--- config.mk ---
export PLATFORM = sky130hd
export DESIGN_NAME = pc_fetch_flat
export DESIGN_NICKNAME = d
export VERILOG_FILES = /design/src/rtl/pc_pkg.sv /design/src/rtl/pc_fetch_if.sv /design/src/rtl/sat_counter.sv /design/src/rtl/pc_fetch.sv /design/src/flat_wrapper.sv
export SDC_FILE = /design/constraint.sdc
export NUM_CORES = 1
export LEC_CHECK = 0
export BUFFER_PORTS_ARGS = -buffer_cell sky130_fd_sc_hd__buf_4
export CORE_MARGIN = 2
export CORE_UTILIZATION = 30
export CTS_BUF_LIST = sky130_fd_sc_hd__clkbuf_8
export DETAILED_ROUTE_END_ITERATION = 6
export PLACE_DENSITY = 0.52
export SLEW_MARGIN = 20
export SYNTH_ARGS = -nofsm -noshare
export SYNTH_HDL_FRONTEND = slang
export SYNTH_SLANG_ARGS = --single-unit
--- constraint.sdc ---
create_clock -name clk -period 2.3 [get_ports clk]
set_input_delay 0.115 -clock clk [delete_from_list [all_inputs] [get_ports clk]]
set_output_delay 0.115 -clock clk [all_outputs]
set_load 0.01 [all_outputs]
--- src/rtl/pc_pkg.sv ---
// pc_pkg: shared widths and FSM state encoding for the fetch unit.
package pc_pkg;
  localparam int PC_W = 12;
  localparam int CNT_W = 16;
  typedef enum logic [1:0] {
    IDLE = 2'd0,
    RUN  = 2'd1,
    DONE = 2'd2
  } state_t;
endpackage

--- src/rtl/pc_fetch_if.sv ---
// pc_fetch_if: control inputs and fetch status outputs of the program counter unit.
interface pc_fetch_if #(
  parameter int PC_W = pc_pkg::PC_W,
  parameter int CNT_W = pc_pkg::CNT_W
) ();
  logic start;
  logic [PC_W-1:0] start_addr;
  logic stall;
  logic halt;
  logic branch_en;
  logic taken;
  logic [PC_W-1:0] target;
  logic [PC_W-1:0] pc;
  logic fetch_en;
  logic done;
  logic bad_target;
  logic [CNT_W-1:0] cycle_count;
  modport master (
    output start, start_addr, stall, halt, branch_en, taken, target,
    input pc, fetch_en, done, bad_target, cycle_count
  );
  modport slave (
    input start, start_addr, stall, halt, branch_en, taken, target,
    output pc, fetch_en, done, bad_target, cycle_count
  );
endinterface

--- src/rtl/sat_counter.sv ---
// sat_counter: clearable up-counter that sticks at its all-ones maximum.
module sat_counter #(
  parameter int W = pc_pkg::CNT_W
) (
  input  logic         clk,
  input  logic         rst_n,
  input  logic         clear,
  input  logic         enable,
  output logic [W-1:0] count
);
  always_ff @(posedge clk or negedge rst_n)
    if (!rst_n) count <= '0;
    else count <= clear ? '0 : (enable && !(&count)) ? count + 1'b1 : count;
endmodule

--- src/rtl/pc_fetch.sv ---
// pc_fetch: program counter with start/stall/halt/branch control and a RUN-cycle counter.
module pc_fetch #(
  parameter int PC_W = pc_pkg::PC_W,
  parameter int CNT_W = pc_pkg::CNT_W
) (
  input logic clk,
  input logic rst_n,
  pc_fetch_if.slave bus
);
  import pc_pkg::*;
  state_t state;
  logic [PC_W-1:0] pc;
  logic [CNT_W-1:0] cnt;
  logic bad_target;
  logic run;
  logic go;
  always_comb begin
    run = state == RUN;
    go = !run && bus.start;
  end
  assign bus.pc = pc;
  assign bus.fetch_en = run;
  assign bus.done = state == DONE;
  assign bus.bad_target = bad_target;
  assign bus.cycle_count = cnt;
  // stall outranks halt, so a halt seen under stall waits for the stall to clear
  always_ff @(posedge clk or negedge rst_n)
    if (!rst_n) begin
      state <= IDLE;
      pc <= '0;
      bad_target <= 1'b0;
    end else if (go) begin
      state <= RUN;
      pc <= bus.start_addr;
      bad_target <= 1'b0;
    end else if (run && !bus.stall) begin
      if (bus.halt) state <= DONE;
      else if (bus.branch_en && bus.taken) begin
        pc <= bus.target;
        if (bus.target == '0) bad_target <= 1'b1;
      end else pc <= pc + 1'b1;
    end
  sat_counter #(.W(CNT_W)) u_cnt (
    .clk(clk),
    .rst_n(rst_n),
    .clear(go),
    .enable(run),
    .count(cnt)
  );
endmodule

--- src/flat_wrapper.sv ---
// flat-port wrapper written by rule: the top's interface ports become plain ports
module pc_fetch_flat import pc_pkg::*;
#(
  parameter int PC_W = pc_pkg::PC_W,
  parameter int CNT_W = pc_pkg::CNT_W
)
  (clk, rst_n, bus_start, bus_start_addr, bus_stall, bus_halt, bus_branch_en, bus_taken, bus_target, bus_pc, bus_fetch_en, bus_done, bus_bad_target, bus_cycle_count);
  pc_fetch_if #(.PC_W(PC_W), .CNT_W(CNT_W)) bus_i ();
  input logic clk;
  input logic rst_n;
  input wire logic [$bits(bus_i.start)-1:0] bus_start;
  input wire logic [$bits(bus_i.start_addr)-1:0] bus_start_addr;
  input wire logic [$bits(bus_i.stall)-1:0] bus_stall;
  input wire logic [$bits(bus_i.halt)-1:0] bus_halt;
  input wire logic [$bits(bus_i.branch_en)-1:0] bus_branch_en;
  input wire logic [$bits(bus_i.taken)-1:0] bus_taken;
  input wire logic [$bits(bus_i.target)-1:0] bus_target;
  output wire logic [$bits(bus_i.pc)-1:0] bus_pc;
  output wire logic [$bits(bus_i.fetch_en)-1:0] bus_fetch_en;
  output wire logic [$bits(bus_i.done)-1:0] bus_done;
  output wire logic [$bits(bus_i.bad_target)-1:0] bus_bad_target;
  output wire logic [$bits(bus_i.cycle_count)-1:0] bus_cycle_count;
  assign bus_i.start = bus_start;
  assign bus_i.start_addr = bus_start_addr;
  assign bus_i.stall = bus_stall;
  assign bus_i.halt = bus_halt;
  assign bus_i.branch_en = bus_branch_en;
  assign bus_i.taken = bus_taken;
  assign bus_i.target = bus_target;
  assign bus_pc = bus_i.pc;
  assign bus_fetch_en = bus_i.fetch_en;
  assign bus_done = bus_i.done;
  assign bus_bad_target = bus_i.bad_target;
  assign bus_cycle_count = bus_i.cycle_count;
  pc_fetch #(.PC_W(PC_W), .CNT_W(CNT_W)) u_core (.clk(clk), .rst_n(rst_n), .bus(bus_i));
endmodule
==> results of run 1 <==
==> power groups by stage <==
stage          logic, W  registers (W)  clock network, W
2_1_floorplan  0.000355       0.000862                 0
3_5_place_dp   0.000737       0.000848                 0
4_1_cts        0.000741       0.000838          0.000498
5_1_grt        0.000818       0.000868          0.000522
3_3_place_gp   0.000736       0.000847                 0
6_report       0.000733       0.000841          0.000484
==> repair_timing <==
action	4_1_cts	5_1_grt
buffers inserted	0	0
hold endpoints to repair	31	0
endpoints found under the setup margin	0	0
hold buffers	1	0
==> area by class of cell <==
| type | instances | area [um^2] |
|---|---|---|
| fillers | 623 | 3440 |
| multi-input cells | 168 | 1050 |
| flip-flops and latches | 31 | 776 |
| repair buffers | 67 | 505 |
| clock buffers | 7 | 96.3 |
| well taps | 75 | 93.8 |
| inverters | 5 | 18.8 |
| clock inverters | 1 | 3.75 |
==> per-stage QoR <==
step                      std cells  power [W]
after detailed placement        345    0.00158
final                           354    0.00206
after CTS                       354    0.00208
after global placement          345    0.00158
after floorplan                 213    0.00122
after global routing            354    0.00221
==> critical path: cells and delay by family (launching register included) <==
family | cells | cell delay [ps]
AND/OR/NAND/NOR | 2 | 720
AO/OA/AOI/OAI | 1 | 530
flip-flops | 1 | 420
==> final timing paths <==
kind | start | end | slack [ps] | cells after the start
worst max-delay path | u_core.state[1] | u_core.bus.pc[0] | 510 | 3
max in group asynchronous | rst_n | u_core.bus.pc[7] | 1680 | 2
worst max register to register | u_core.state[1] | u_core.bus.pc[0] | 510 | 3
min in group asynchronous | rst_n | u_core.u_cnt.count[0] | 320 | 2
worst min-delay path | bus_target[6] | u_core.bus.bad_target | 20 | 2
worst min register to register | u_core.bus.bad_target | u_core.bus.bad_target | 490 | 2
==> Yosys cell counts, types with 3 or more instances <==
| library cell | instances | area share |
|---|---|---|
| a21oi_1 | 12 | 0.032 |
| and2_1 | 3 | 0.0099 |
| nor2_1 | 15 | 0.030 |
| mux2i_1 | 6 | 0.032 |
| or4_1 | 5 | 0.020 |
| clkbuf_1 | 3 | 0.0060 |
| inv_1 | 4 | 0.0079 |
| o21a_1 | 5 | 0.020 |
| and3_1 | 5 | 0.017 |
| nand2_1 | 24 | 0.048 |
| dfrtp_1 | 31 | 0.41 |
| o21ai_0 | 8 | 0.021 |
| nor4_1 | 6 | 0.020 |
| nor3_1 | 10 | 0.027 |
| o31ai_1 | 9 | 0.036 |
| buf_2 | 5 | 0.013 |
| nand3_1 | 15 | 0.040 |
==> routing by layer <==
layer	GRT usage	vias to the layer above
met4	0.0537	0
met1	0.242	926
met3	0.0318	4
li1	-	953
met2	0.239	58
met5	0	-
==> registers in the layout, indices dropped and copies added (netlist names) <==
signal                 count
u_core.bus.bad_target      1
u_core.bus.pc             12
u_core.state               2
u_core.u_cnt.count        16
==> logic make-up after synthesis <==
family,Yosys count
AND/OR/NAND/NOR,95
AO/OA/AOI/OAI,61
XOR/XNOR,3
adder cells (fa/ha/maj),2
flip-flops,31
buffers and inverters,14
multiplexers,7
==> impl_metrics.env, run 1 <==
export IMPL_dp_hpwl_um=4120
export IMPL_drc=0
export IMPL_rsz0062_at_grt="no"
export IMPL_htree_levels=2
export IMPL_synth_compound_gate_area_share=0.222
export IMPL_die_area_um2=6940
export IMPL_cp_start_kind="register"
export IMPL_switchingPower_w=0.000761
export IMPL_cts_resized=0
export IMPL_overflow=0
export IMPL_whs_ps=17.8
export IMPL_leakagePower_nw=1.15
export IMPL_wl_met2_um=2560
export IMPL_core_um2=5990
export IMPL_die_x_um=83.3
export IMPL_critPathMaxFanout=8
export IMPL_ys_types=52
export IMPL_root_buffer="clkbuf_8"
export IMPL_start_util=0.315
export IMPL_gp_congestion=0.801
export IMPL_path_cells="or4b_1, a2111oi_0, nor2_1"
export IMPL_synth_xor_area_frac=0.0139
export IMPL_syn_nets=246
export IMPL_path_class="register to register"
export IMPL_nNetsFinal=311
export IMPL_wl_per_cell_um=16.1
export IMPL_synthFlopType="dfrtp_1"
export IMPL_finalCoreUtilization=0.425
export IMPL_place_area_um2=2440
export IMPL_cts_tree="yes"
export IMPL_p_int_w=0.00130
export IMPL_p_per_area_nw_per_um2=808
export IMPL_p_comb_frac=0.356
export IMPL_maxSlewHeadroom=0.620
export IMPL_synthSimpleGateAreaFrac=0.271
export IMPL_crit_required_ps=2460
export IMPL_final_cell_mix="66 x buf_4, 31 x dfrtp_1, 24 x nand2_1"
export IMPL_hold_class="input pin to register"
export IMPL_antenna_found_initial=0
export IMPL_place_ws_ps=530
export IMPL_top_layer_used="met4"
export IMPL_pwr_share_clk=0.235
export IMPL_ant_nets=0
export IMPL_seq_power_share=0.409
export IMPL_met1_length_um=2750
export IMPL_synthMuxAreaShare=0.0378
export IMPL_period_share=0.778
export IMPL_peakVddDrop_mv=0.399
export IMPL_worstMarginPinSlew_ps=569
export IMPL_wl_um=5680
export IMPL_cts_sinks=31
export IMPL_grt_pass1_wl_um=9270
export IMPL_async_flop_share=1.00
export IMPL_fmax_ghz=0.559
export IMPL_layout_commonest_cell="buf_4"
export IMPL_die_h_um=83.3
export IMPL_synth_seq_cells=31
export IMPL_setup_ws_ps=510
export IMPL_worst_clock_skew_ps=6.35
export IMPL_status="completed"
export IMPL_final_cell_area_um2=2550
export IMPL_final_hold_viol_count=0
export IMPL_cpMaxStageDelayCell="or4b_1"
export IMPL_grt_pass1_vias=1826
export IMPL_grt_util_all_layers=0.164
export IMPL_period_needed_ps=1790
export IMPL_ioPinCount=62
export IMPL_critPathCaptureType="register"
export IMPL_grt_max_degree=32
export IMPL_ys_warn_count=0
export IMPL_maxCapViolCount=0
export IMPL_antenna_cells=0
export IMPL_path_clk_slew_ps=70
export IMPL_numPortBuffers=61
export IMPL_clk_latency_ps=290
export IMPL_arrival_ps=1940
export IMPL_ys_seq_area_frac=0.411
export IMPL_vias=1941
export IMPL_first_pass_iters=4
export IMPL_viasPerCell=5.48
export IMPL_wl_met3_um=305
export IMPL_maxSlewViolCount=0
export IMPL_cts_buffers=5
export IMPL_synth_edf_count=0
export IMPL_postSynthAreaPerCell_um2=8.86
export IMPL_std_cell_rows=28
export IMPL_syn_area_um2=1890
export IMPL_syn_to_final_growth_pct=34.9
export IMPL_fin_tns_setup_ps=0
export IMPL_drt_iter0_markers=86
export IMPL_synthAdderAreaFrac=0.0133
export IMPL_max_stage_delay_ps=650
export IMPL_syn_inst=213
export IMPL_synth_top_family_by_area="simple AND/OR/NAND/NOR gates"
export IMPL_clock_path_buffers=2
export IMPL_drive_gt1_frac=0.287
export IMPL_setup_viol=0
export IMPL_sw_frac_of_total=0.370
Note: power is estimated with default switching activity, not from simulation.
==> run 2: changes to the inputs <==
Settings changed: ABC_AREA from default to 1, PLACE_DENSITY 0.52 to 0.53.
Clock period 2.3 ns to 1.5 ns, I/O delays scaled along.
==> impl_metrics.env, run 2 <==
export IMPL_status="completed"
export IMPL_die_x_um=89.1
export IMPL_place_ws_ps=17.9
export IMPL_first_pass_iters=4
export IMPL_vias=2464
export IMPL_worstMarginPinSlew_ps=436
export IMPL_synth_top_cells_by_count="121 x nand2_1, 41 x nor2_1, 31 x dfrtp_1"
export IMPL_synth_seq_cells=31
export IMPL_syn_nets=358
export IMPL_start_util=0.305
export IMPL_layout_commonest_cell="nand2_1"
export IMPL_drc=0
export IMPL_max_stage_delay_ps=400
export IMPL_synth_xor_area_frac=0.0242
export IMPL_synthMuxAreaShare=0
export IMPL_final_hold_viol_count=0
export IMPL_final_cell_mix="114 x nand2_1, 91 x buf_4, 37 x nor2_1"
export IMPL_place_area_um2=2930
export IMPL_crit_path_frequent_cell="nor2_4"
export IMPL_multi_input_area_um2=1330
export IMPL_ys_warn_count=0
export IMPL_cp_start_kind="register"
export IMPL_critPathMaxFanout=8
export IMPL_crit_required_ps=1720
export IMPL_maxSlewHeadroom=0.709
export IMPL_ys_types=32
export IMPL_antenna_cells=0
export IMPL_n_fill_cell=753
export IMPL_postSynthAreaPerCell_um2=6.69
export IMPL_hold_class="input pin to register"
export IMPL_final_cell_area_um2=3260
export IMPL_die_area_um2=7940
export IMPL_fmax_ghz=0.678
export IMPL_fin_tns_setup_ps=0
export IMPL_yosysTopAreaCellShare=0.357
export IMPL_p_per_area_nw_per_um2=1470
export IMPL_clk_latency_ps=290
export IMPL_path_class="register to register"
export IMPL_synthAdderAreaFrac=0.0115
export IMPL_maxSlewViolCount=0
export IMPL_gp_congestion=0.787
export IMPL_overflow=0
export IMPL_yosysTopAreaCell="dfrtp_1"
export IMPL_core_um2=7140
export IMPL_synthFlopType="dfrtp_1"
export IMPL_wl_um=6760
export IMPL_synth_edf_count=0
export IMPL_setup_ws_ps=24.1
export IMPL_synthSimpleGateAreaFrac=0.465
export IMPL_grt_pass1_vias=2351
export IMPL_largest_reg_flops=16
export IMPL_worst_clock_skew_ps=13.7
export IMPL_numPortBuffers=61
export IMPL_dp_hpwl_um=4900
export IMPL_ant_nets=0
export IMPL_crit_family="simple AND/OR/NAND/NOR gates"
export IMPL_std_cell_rows=31
export IMPL_wl_met2_um=3210
export IMPL_cts_buffers=5
export IMPL_drt_iter0_markers=85
export IMPL_reg_largest_list="u_core.u_cnt.count (16), u_core.bus.pc (12), u_core.state (2)"
export IMPL_finalCoreUtilization=0.457
export IMPL_maxCapViolCount=0
export IMPL_die_h_um=89.1
export IMPL_async_flop_share=1.00
export IMPL_period_share=0.984
export IMPL_top_register="u_core.u_cnt.count"
export IMPL_ioPinCount=62
export IMPL_antenna_found_initial=0
export IMPL_top_layer_used="met4"
export IMPL_arrival_ps=1690
export IMPL_ys_seq_area_frac=0.357
export IMPL_path_cells="ha_4, nand3_4, inv_4, nand2_4, nor2_4, nor2_4, buf_6, nor2_4, nand2_1, nand2_1"
export IMPL_cts_tree="yes"
export IMPL_synth_most_common_cell="nand2_1"
export IMPL_syn_to_final_growth_pct=49.9
export IMPL_peakVddDrop_mv=0.618
export IMPL_synth_top_family_by_area="simple AND/OR/NAND/NOR gates"
export IMPL_cp_num_buf_inv=2
export IMPL_grt_util_all_layers=0.172
export IMPL_path_clk_slew_ps=70
export IMPL_rsz0062_at_grt="yes"
export IMPL_htree_levels=2
export IMPL_nNetsFinal=456
export IMPL_period_needed_ps=1480
export IMPL_setup_viol=0
export IMPL_syn_inst=325
export IMPL_wl_met3_um=365
export IMPL_critPathCaptureType="register"
export IMPL_root_buffer="clkbuf_8"
export IMPL_wl_per_cell_um=12.9
export IMPL_drive_gt1_frac=0.335
export IMPL_seq_area_um2=777
export IMPL_met1_length_um=3100
export IMPL_cpMaxStageDelayCell="dfrtp_1"
export IMPL_grt_pass1_wl_um=10700
export IMPL_cts_sinks=31
export IMPL_grt_max_degree=32
export IMPL_synth_compound_gate_area_share=0.0674
export IMPL_syn_area_um2=2170
export IMPL_clock_path_buffers=2
export IMPL_synthTopCellsByArea="dfrtp_1 36%, nand2_1 21%, nor2_1 7.1%"
export IMPL_viasPerCell=4.71
export IMPL_leakagePower_nw=1.68
## run 2: changes by cell type in the layout (fill, tap and decap cells not counted), sizes merged, moves of 11 or more
cell,change
buf,+31
nor2,+33
inv,+21
a21oi,-11
nand2,+100
nand4,+12
nand3,+15
## run 2: routing by layer
metal | track usage | vias to the layer above
met2 | 0.304 | 69
met1 | 0.207 | 1137
met5 | 0 | -
met4 | 0.0638 | 0
li1 | - | 1249
met3 | 0.0323 | 9
## run 2: metrics by stage
stage | hold slack (ps) | cells | power (W)
6_report | 13.1 | 523 | 0.00478
3_3_place_gp | 52.7 | 504 | 0.00360
4_1_cts | 1.80 | 513 | 0.00451
2_1_floorplan | -221 | 325 | 0.00263
3_5_place_dp | 52.2 | 504 | 0.00362
5_1_grt | 33.1 | 523 | 0.00520
## run 2: final timing paths
| check | depth (start not counted) | slack (ps) | from | endpoint |
|---|---|---|---|---|
| worst max-delay path | 10 | 20 | u_core.u_cnt.count[0] | u_core.u_cnt.count[6] |
| worst min-delay path | 2 | 10 | bus_start | u_core.state[1] |
| worst max register to register | 10 | 20 | u_core.u_cnt.count[0] | u_core.u_cnt.count[6] |
| worst min register to register | 2 | 510 | u_core.bus.bad_target | u_core.bus.bad_target |
| max in group asynchronous | 2 | 890 | rst_n | u_core.u_cnt.count[4] |
| min in group asynchronous | 2 | 280 | rst_n | u_core.bus.pc[0] |
## run 2: layout make-up
| class | instances | area share |
|---|---|---|
| clock inverters | 2 | 0.0108 |
| multi-input cells | 260 | 0.409 |
| well taps | 99 | 0.0380 |
| repair buffers | 99 | 0.248 |
| flip-flops and latches | 31 | 0.238 |
| inverters | 26 | 0.0307 |
| clock buffers | 6 | 0.0253 |
## run 2: power by group
group          total [W]  switching (W)  internal, W
clock           0.000865       0.000327     0.000538
sequential       0.00132       0.000261      0.00106
combinational    0.00260        0.00138      0.00122
## run 2: repair_timing
| action | in CTS | in global routing |
|---|---|---|
| hold buffers | 1 | 0 |
| resized for setup | 0 | 27 |
| setup buffers | 0 | 8 |
| hold endpoints to repair | 31 | 0 |
| endpoints found under the setup margin | 0 | 25 |
## run 2: cells by family after synthesis
group / Yosys count
compound gates: 23
buf+inv: 35
xor+xnor: 6
simple gates: 228
fa+ha+maj: 2
flops: 31
==> run 3: changes to the inputs <==
Settings changed: SETUP_SLACK_MARGIN from default to 0.5, SLEW_MARGIN 20 to 25.
==> impl_metrics.env, run 3 (synthesis gave the netlist of run 2 again) <==
export IMPL_drt_iter0_markers=56
export IMPL_hp_start="bus_start_addr[2]"
export IMPL_setup_ws_ps=-7.30
export IMPL_max_stage_delay_ps=360
export IMPL_die_x_um=89.1
export IMPL_pwr_share_clk=0.120
export IMPL_place_ws_ps=57.9
export IMPL_cts_tree="yes"
export IMPL_syn_to_final_growth_pct=69.7
export IMPL_core_um2=7140
export IMPL_wl_per_cell_um=13.6
export IMPL_finalCoreUtilization=0.517
export IMPL_antenna_cells=0
export IMPL_arrival_ps=1730
export IMPL_p_per_area_nw_per_um2=1470
export IMPL_overflow=0
export IMPL_die_area_um2=7940
export IMPL_period_needed_ps=1510
export IMPL_top_register="u_core.u_cnt.count"
export IMPL_status="finished with violations"
export IMPL_violations="setup timing"
export IMPL_r2r_cells=10
export IMPL_start_util=0.305
export IMPL_worstMarginPinSlew_ps=424
export IMPL_antenna_found_initial=0
export IMPL_cpMaxStageDelayCell="dfrtp_1"
export IMPL_grt_max_degree=32
export IMPL_final_hold_viol_count=0
export IMPL_maxCapViolCount=0
export IMPL_crit_path_frequent_cell="nor2_4"
export IMPL_regToRegSetupSlack_ps=-7
export IMPL_power_w=0.00543
export IMPL_viasPerCell=4.74
export IMPL_seq_power_share=0.256
export IMPL_p_comb_frac=0.623
export IMPL_cp_start_kind="register"
export IMPL_numPortBuffers=61
export IMPL_holdPathStages=3
export IMPL_reg2reg_from="u_core.u_cnt.count[0]"
export IMPL_drc=0
export IMPL_gp_congestion=0.808
export IMPL_dp_cells=499
export IMPL_maxSlewHeadroom=0.717
export IMPL_grt_pass1_vias=2261
export IMPL_sw_frac_of_total=0.428
export IMPL_rsz0062_at_grt="yes"
export IMPL_peakVddDrop_mv=0.468
export IMPL_std_cell_rows=31
export IMPL_vias=2555
export IMPL_period_share=1.00
export IMPL_critPathCaptureType="register"
export IMPL_crit_required_ps=1720
export IMPL_path_cells="ha_2, nand3_2, inv_2, nand2_4, nor2_4, nor2_4, buf_6, nor2_4, nand2_1, nand2_1"
export IMPL_final_cell_mix="99 x nand2_1, 68 x buf_4, 37 x buf_6"
export IMPL_maxSlewViolCount=0
export IMPL_grt_util_all_layers=0.182
export IMPL_regToRegEndpoint="u_core.u_cnt.count[13]"
export IMPL_reg_largest_list="u_core.u_cnt.count (16), u_core.bus.pc (12), u_core.state (2)"
export IMPL_p_int_w=0.00311
export IMPL_clock_path_buffers=2
export IMPL_ioPinCount=62
export IMPL_cts_sinks=31
export IMPL_wl_um=7340
export IMPL_dp_hpwl_um=4630
export IMPL_cts_buffers=5
export IMPL_die_h_um=89.1
export IMPL_first_pass_iters=4
export IMPL_layout_commonest_cell="nand2_1"
export IMPL_drive_gt1_frac=0.436
export IMPL_worst_clock_skew_ps=4.14
export IMPL_root_buffer="clkbuf_8"
export IMPL_clk_latency_ps=280
export IMPL_hold_class="input pin to register"
export IMPL_grt_pass1_wl_um=11100
export IMPL_critPathMaxFanout=8
export IMPL_ant_nets=0
export IMPL_leakagePower_nw=1.85
export IMPL_setup_viol=5
export IMPL_final_cells=539
export IMPL_htree_levels=2
export IMPL_fmax_ghz=0.663
export IMPL_hold_end="u_core.bus.pc[2]"
export IMPL_path_clk_slew_ps=70
export IMPL_largest_reg_flops=16
export IMPL_switchingPower_w=0.00232
export IMPL_path_class="register to register"
export IMPL_nNetsFinal=472
## run 3: worst max-delay path by stage
stage	start	to	slack, ps	depth (start not counted)
global route	u_core.u_cnt.count[0]	u_core.u_cnt.count[6]	-80	10
finish	u_core.u_cnt.count[0]	u_core.u_cnt.count[13]	-7	10
floorplan	u_core.u_cnt.count[0]	u_core.u_cnt.count[10]	-10	10
detailed placement	u_core.u_cnt.count[1]	u_core.u_cnt.count[12]	60	9
CTS	u_core.u_cnt.count[1]	u_core.u_cnt.count[3]	70	9
global placement	u_core.u_cnt.count[1]	u_core.u_cnt.count[7]	90	9
## run 3: layer usage
metal / wire length, um / track usage / vias to the layer above / share of wire
li1: - / - / 1280 / -
met1: 3310 / 0.245 / 1198 / 0.45
met2: 3540 / 0.304 / 68 / 0.48
met3: 407 / 0.0388 / 9 / 0.055
met4: 79 / 0.0326 / 0 / 0.011
met5: 0 / 0 / - / 0
## run 3: area by class of cell
class / instances / area, um^2
Fill cell: 732 / 3450
Multi-Input combinational cell: 260 / 1450
Clock buffer: 5 / 68.8
Inverter: 26 / 100
Tap cell: 99 / 124
Timing Repair Buffer: 115 / 1140
Sequential cell: 31 / 786
Clock inverter: 3 / 15.0
## run 3: repair_timing
action                                  in CTS  in global routing
endpoints found under the hold margin       31                  0
cloned                                       3                  3
gates resized for setup                     29                 76
pin swaps                                    6                 35
buffers inserted                             7                 18
hold buffers                                 1                  0
endpoints found under the setup margin      47                 54
## run 3: power groups by stage
stage	clock network, W	registers, W	logic (W)
6_report	0.000654	0.00139	0.00338
5_1_grt	0.000712	0.00143	0.00369
4_1_cts	0.000684	0.00135	0.00262
3_5_place_dp	0	0.00135	0.00222
3_3_place_gp	0	0.00135	0.00220
2_1_floorplan	0	0.00141	0.00129
## run 3: stage by stage
stage,setup TNS (ps),cell area [um^2],hold WS (ps)
floorplan,-89.0,2220,-221
global placement,0,2930,46.6
detailed placement,0,2930,54.8
CTS,0,3240,10.8
global route,-942,3690,34.7
finish,-26.6,3690,38.5
## run 3: worst max-delay path, delay by kind of cell (launching register included)
family | cells | cell delay [ps]
buf+inv | 2 | 210
flops | 1 | 360
simple gates | 7 | 680
fa+ha+maj | 1 | 200
